<file path="src/rtl/regfile_mp.sv">
// Multi-ported register file with a per-register pending scoreboard.
// After reset an internal sweep zeroes every register (INIT), then the
// file accepts traffic (RUN). Register 0 is hard-wired to zero.
// Optional feature: define REGFILE_BYPASS_EN to forward same-cycle write
// data to matching read ports while in RUN.
module regfile_mp #(
  parameter int XLEN     = 32,
  parameter int NUM_REGS = 32,
  parameter int NUM_RD   = 4,
  parameter int NUM_WR   = 2,
  parameter int AW       = $clog2(NUM_REGS)
) (
  input  logic                     clk,
  input  logic                     rst,
  output logic                     ready,
  input  logic [NUM_RD*AW-1:0]     rd_addr,
  output logic [NUM_RD*XLEN-1:0]   rd_data,
  output logic [NUM_RD-1:0]        rd_pending,
  input  logic [NUM_WR-1:0]        wr_en,
  input  logic [NUM_WR*AW-1:0]     wr_addr,
  input  logic [NUM_WR*XLEN-1:0]   wr_data,
  input  logic                     alloc_en,
  input  logic [AW-1:0]            alloc_addr
);

  localparam logic [0:0] ST_INIT = 1'b0;
  localparam logic [0:0] ST_RUN  = 1'b1;

  logic [0:0]          state_q, state_d;
  logic [AW-1:0]       sweep_cnt_q, sweep_cnt_d;
  logic [NUM_REGS-1:0] pend_q, pend_d;
  logic [XLEN-1:0]     mem_q [NUM_REGS];
  logic                run;
  logic [NUM_WR-1:0]   wr_go;

  assign run   = (state_q == ST_RUN);
  assign ready = run;

  // Qualify write ports: RUN only, never register 0, lowest port wins a clash.
  always_comb begin
    // NOTE: every combinational output gets a default first so no path can infer a latch.
    wr_go = '0;
    for (int p = 0; p < NUM_WR; p++) begin
      wr_go[p] = run && wr_en[p] && (wr_addr[p*AW +: AW] != '0);
      for (int q = 0; q < p; q++) begin
        if (wr_en[q] && (wr_addr[q*AW +: AW] == wr_addr[p*AW +: AW])) begin
          wr_go[p] = 1'b0;
        end
      end
    end
  end

  // Sweep counter and INIT -> RUN transition after the last register is cleared.
  always_comb begin
    state_d     = state_q;
    sweep_cnt_d = sweep_cnt_q;
    if (state_q == ST_INIT) begin
      sweep_cnt_d = sweep_cnt_q + AW'(1);
      if (sweep_cnt_q == AW'(NUM_REGS - 1)) begin
        state_d = ST_RUN;
      end
    end
  end

  // Pending bits: writes clear, alloc sets afterwards so it wins on a collision.
  always_comb begin
    pend_d = pend_q;
    for (int p = 0; p < NUM_WR; p++) begin
      if (wr_go[p]) begin
        pend_d[wr_addr[p*AW +: AW]] = 1'b0;
      end
    end
    if (run && alloc_en && (alloc_addr != '0)) begin
      pend_d[alloc_addr] = 1'b1;
    end
    pend_d[0] = 1'b0;
  end

  // Control state with synchronous active-high reset.
  always_ff @(posedge clk) begin
    // NOTE: sequential state uses non-blocking assignments so every flop samples pre-edge values.
    if (rst) begin
      state_q     <= ST_INIT;
      sweep_cnt_q <= '0;
      pend_q      <= '0;
    end else begin
      state_q     <= state_d;
      sweep_cnt_q <= sweep_cnt_d;
      pend_q      <= pend_d;
    end
  end

  // Register storage: cleared by the sweep in INIT, written by qualified ports in RUN.
  always_ff @(posedge clk) begin
    // NOTE: storage deliberately has no reset so it can map onto distributed RAM; the sweep clears it.
    if (state_q == ST_INIT) begin
      mem_q[sweep_cnt_q] <= '0;
    end else begin
      for (int p = 0; p < NUM_WR; p++) begin
        if (wr_go[p]) begin
          mem_q[wr_addr[p*AW +: AW]] <= wr_data[p*XLEN +: XLEN];
        end
      end
    end
  end

  // Combinational read ports; zero in INIT and for register 0.
  always_comb begin
    rd_data    = '0;
    rd_pending = '0;
    for (int i = 0; i < NUM_RD; i++) begin
      if (run && (rd_addr[i*AW +: AW] != '0)) begin
        rd_data[i*XLEN +: XLEN] = mem_q[rd_addr[i*AW +: AW]];
        rd_pending[i]           = pend_q[rd_addr[i*AW +: AW]];
`ifdef REGFILE_BYPASS_EN
        // Qualified ports never share an address, so at most one matches.
        for (int p = 0; p < NUM_WR; p++) begin
          if (wr_go[p] && (wr_addr[p*AW +: AW] == rd_addr[i*AW +: AW])) begin
            rd_data[i*XLEN +: XLEN] = wr_data[p*XLEN +: XLEN];
          end
        end
`else
        // Without forwarding, reads return the stored value only.
`endif
      end
    end
  end

endmodule

</file>
<file path="config.mk">
export PLATFORM = sky130hd
export DESIGN_NAME = regfile_mp
export DESIGN_NICKNAME = d
export VERILOG_FILES = /design/src/rtl/regfile_mp.sv
export SDC_FILE = /design/constraint.sdc
export NUM_CORES = 2
export LEC_CHECK = 0
export CAP_MARGIN = 25
export CORE_UTILIZATION = 45
export DETAILED_ROUTE_END_ITERATION = 6
export PLACE_DENSITY = 0.65
export SYNTH_ARGS = -nofsm -noshare
export SYNTH_HDL_FRONTEND = slang
export SYNTH_SLANG_ARGS = --single-unit
export TNS_END_PERCENT = 100
</file>
<file path="constraint.sdc">
create_clock -name clk -period 4.75 [get_ports clk]
set_input_delay 0.7125 -clock clk [delete_from_list [all_inputs] [get_ports clk]]
set_output_delay 0.7125 -clock clk [all_outputs]
set_load 0.03 [all_outputs]
</file>
---- Word-level counts from Yosys, hierarchy flattened ----
Memories as Yosys holds them, arrays and structs flattened.
Cells that the tools add are included.
storage, ports and cells
  flip-flop bits (word level) ............. 38
  RAM bits ................................ 1024
  input port bits ......................... 104
  memories ................................ 1
operators by class
  $add $sub $neg .......................... 1
  magnitude comparators ................... 10
  eq/ne operators ......................... 2
  muxes and demuxes ....................... 38
  bitwise gates (word level) .............. 5
  reductions and logical operators ........ 22
memory list
  name   words  width  read ports  clocked after memory_dff  write ports  line  source
  mem_q  32     32     4           0                         2            32    logic [XLEN-1:0] mem_q [NUM_REGS];
operators with widths
  operator                                                     number
  2-to-1 mux 32 bit                                            8
  bitwise AND 32 bit                                           2
  NOT 32 bit                                                   2
  less-than comparator 5 x 6 -> 1 bit (second input constant)  7
  nonzero test 5 bit                                           7
  bitwise OR 32 bit                                            1
  OR reduction 32 bit                                          1
  2-to-1 mux 1 bit                                             22
  binary-select mux 1 bit (select 5 bit)                       4
  demux 1 bit (select 5 bit)                                   3
  >= comparator 5 x 1 -> 1 bit (second input constant)         3
  logical AND 1 bit                                            14
  adder 5 x 1 -> 5 bit (second input constant)                 1
  == test 5 bit                                                1
  == test 5 bit (second input constant)                        1
  2-to-1 mux 5 bit                                             1

---- Depth between registers and ports, before layout ----
  depth after elaboration ................. 11
  mapped depth ............................ 9
  mapped depth without buffers ............ 5

---- Worst setup path after synthesis ----
No wires, ideal clock.
  path type ............................... input to register
  start ................................... in wr_addr[0]
  end ..................................... mem mem_q[25][0], enable pin
  arrival time ............................ 4.319 ns
  data required time ...................... 4.284 ns
  setup slack ............................. -0.035 ns
  stages .................................. 7
  buffers on the path ..................... 3
  cell sequence ........................... buf_4 > nor2_1 > a21oi_1 > buf_2 > buf_2 > mux2_2 > o21ai_0
RTL lines
  element          line  source
  start, declared  20    input logic [NUM_WR*AW-1:0] wr_addr,
  end, declared    32

---- Worst setup path in the final report ----
  start ................................... in rd_addr[8]
  end ..................................... out rd_data[39]
between the ends
  word-level cells in the longest chain between the ends .. 3
  elaborated cells on any way between the ends .. 4
RTL lines
  element                                                                       line  source
  start, declared                                                               16    input logic [NUM_RD*AW-1:0] rd_addr,
  parallel branches: the longest is 2 deep, another holds memory (32 x 32 bit)  --
  2-to-1 mux 32 bit *                                                           112   if (run && (rd_addr[i*AW +: AW] != '0)) begin
  end, declared                                                                 17    output logic [NUM_RD*XLEN-1:0] rd_data,
Every way passes the cells marked *.

==> impl_metrics.tcl <==
set metrics [dict create \
    synthToLayoutAreaGrowth_pct 14.64 \
    worst_pin_slew_ns 1.150 \
    dr.max_layer_used "met5" \
    antenna_found_initial 24 \
    wl_met3_um 57020 \
    p_per_area_nw_per_um2 246.4 \
    wl_per_cell_um 42.81 \
    final_cell_mix "edfxtp_1, mux2i_1, a22oi_1" \
    gp_congestion 0.9916 \
    met1_length_um 123000 \
    overflow 0 \
    drv_cap 0 \
    final_nets 6270 \
    leakage_nw 32.54 \
    num_vias 65827 \
    synth.avg_cell_area_um2 13.16 \
    crit_fanout 14 \
    drcViolationCount 0 \
    start_util 0.4544 \
    finalCritPeriodShare 0.9250 \
    syn-cell-area_um2 81250 \
    slew_viol_final 0 \
    layout_commonest_cell "edfxtp_1" \
    fin_skew_ns 0.02519 \
    cp.required_ns 4.04 \
    initialDrtViolationCount 10977 \
    portBuffers 236 \
    syn_nets 6278 \
    dieWidth_um 426.9 \
    synth_flop_cell "edfxtp_1" \
    vias_per_cell 7.622 \
    num_rows 155 \
    setup_viol 0 \
    coreArea_um2 178800 \
    fin_crit_ns 4.394 \
    antenna_left 0 \
    cts-root-buf "clkbuf_16" \
    clockBufferDepth 3 \
    yosysWarnings 0 \
    max_slew_margin 0.2313 \
    synth_edf_count 1024 \
    hold_viol_final 0 \
    hpwl_um 236900 \
    grtUsageTotal 0.3973 \
    dpl_cell_area_um2 88810 \
    path_buf_inv 3 \
    min_path_type "flop to flop" \
    cp_slowest_cell "and3_2" \
    clock_sinks 1061 \
    grt_pass1_wl_um 503600 \
    cts_tree "done" \
    clock_latency_ns 0.80 \
    design_area_um2 93150 \
    startpoint_type "primary input" \
    rsz0062_at_grt "false" \
    ys_seq_area_frac 0.3876 \
    layout-drive-gt1-share 0.3549 \
    drtPass1Iterations 6 \
    path_delay_family "buffers and inverters" \
    path_cells "clkdlybuf4s50_1 > and3_2 > buf_12 > nand3_1 > nand4_1 > clkdlybuf4s50_1" \
    route.met2.wl_um 156300 \
    post_cts_buffers 0 \
    die_h_um 426.9 \
    synth_cells 6172 \
    async_flop_share 0 \
    clkTransAtPathRegs_ns 0.06 \
    worstSetupEndpointType "output pin" \
    ys_types 73 \
    fmax_ghz 0.2276 \
    max_stage_delay_ns 0.83 \
    status "finished, final reports clean" \
    io_pins 237 \
    ys_seq_elements 1061 \
    peakVddDrop_mv 0.4023 \
    cts-buffers-inserted 132 \
    critPathArrivalTime_ns 3.68 \
    htree_levels 4 \
    wirelength_um 369700 \
    grt_pass1_vias 63739 \
    holdWs_ns 0.5290 \
    worst_slack_ns 0.3564 \
    dieArea_um2 182300 \
    cpMostUsedCell "clkdlybuf4s50_1" \
    place_ws_ns 0.4855 \
    path_class "primary input to output pin" \
    grt_max_degree 83 \
]
[registers in the layout, indices dropped and copies added, names as in the netlist]
register     count
mem_q         1024
sweep_cnt_q      5
pend_q          31
ready            1
[routing by layer]
| layer | global-route usage | vias up |
|---|---|---|
| met5 | 0.008995 | - |
| met4 | 0.2948 | 22 |
| met3 | 0.1422 | 1745 |
| met2 | 0.5768 | 6240 |
| met1 | 0.4839 | 32728 |
| li1 | - | 25092 |
[cells in the mapped netlist (all sizes together) (3+ instances only)]
cell type	count	area share
a221oi	5	0.00054
or3	6	0.00046
a21oi	77	0.0047
nor4	4	0.00049
nand3	276	0.017
clkbuf	465	0.022
mux2	903	0.15
nand4	113	0.0088
and2	13	0.0010
nand2b	4	0.00031
o21bai	22	0.0020
o2bb2ai	4	0.00043
a22o	21	0.0023
a211oi	65	0.0060
or2	4	0.00031
nand2	165	0.0077
nor3	26	0.0043
buf	303	0.025
a2111oi	3	0.00032
inv	41	0.0019
nor2b	77	0.0059
edfxtp	1024	0.38
xor2	5	0.00091
a21o	3	0.00029
o21ai	105	0.0065
mux2i	1000	0.12
a31oi	21	0.0016
o22ai	27	0.0021
o31ai	3	0.00028
o211ai	24	0.0022
nand3b	12	0.0012
nor2	57	0.0026
a22oi	690	0.064
o211a	3	0.00037
and3	7	0.00054
dfxtp	37	0.0091
mux4	524	0.15
nor3b	8	0.00074
[stage by stage]
| stage | instances | power [mW] | TNS [ns] | util |
|---|---|---|---|---|
| floorplan | 6172 | 12.10 | -2.088 | - |
| global placement | 8355 | 13.09 | 0 | 0.4944 |
| detailed placement | 8374 | 13.17 | 0 | 0.4967 |
| CTS | 8611 | 22.77 | 0 | 0.5192 |
| global route | 8627 | 23.27 | 0 | 0.5208 |
| finish | 8636 | 22.95 | 0 | 0.5209 |
[worst reg2reg max path, delay by kind of cell, from the launching register on]
kind,cells,cell delay [ns]
AOI/OAI and AO/OA,2,0.55
DFF,1,0.57
and+or+nand+nor,2,0.64
buffers and inverters,3,1.26
[kinds of logic after synthesis]
logic type | count (synthesis) | share of synthesized area
AND/OR/NAND/NOR | 782 | 0.05242
buffers and inverters | 810 | 0.04848
adder cells (fa/ha/maj) | 2 | 0.0003079
AO/OA/AOI/OAI | 1083 | 0.09454
XOR/XNOR | 7 | 0.001124
multiplexers | 2427 | 0.4156
flip-flops | 1061 | 0.3876
[cell type report]
cell class / count / area [um^2]
clock buffers: 159 / 3440
clock inverters: 78 / 590.6
well taps: 2355 / 2947
multi-input cells: 4301 / 46640
fillers: 14883 / 85660
flip-flops and latches: 1061 / 31490
repair buffers: 626 / 7843
inverters: 42 / 157.7
diodes: 14 / 35.03
[path summary, 6_finish.rpt]
path,slack (ns),cells after the start,end,startpoint
max,0.36,6,rd_data[39],rd_addr[8]
min reg2reg,0.53,2,sweep_cnt_q[0]$_SDFFE_PP0N_,sweep_cnt_q[0]$_SDFFE_PP0N_
max reg2reg,1.28,7,mem_q[31][13]$_DFFE_PP_,ready$_SDFF_PP0_
min,0.53,2,sweep_cnt_q[0]$_SDFFE_PP0N_,sweep_cnt_q[0]$_SDFFE_PP0N_
[power breakdown]
part	internal, mW	switching, mW	total, mW
Combinational	1.10	1.69	2.79
Clock	5.49	4.36	9.84
Sequential	10.2	0.0878	10.3
Total	16.8	6.13	23.0
[what timing repair did]
| action | CTS | global route |
|---|---|---|
| gates resized for setup | 0 | 1 |
| endpoints found under the hold margin | 0 | 0 |
| hold buffers | 0 | 0 |
| setup endpoints to repair | 0 | 1 |
Note: power is estimated with default switching activity, not from simulation.
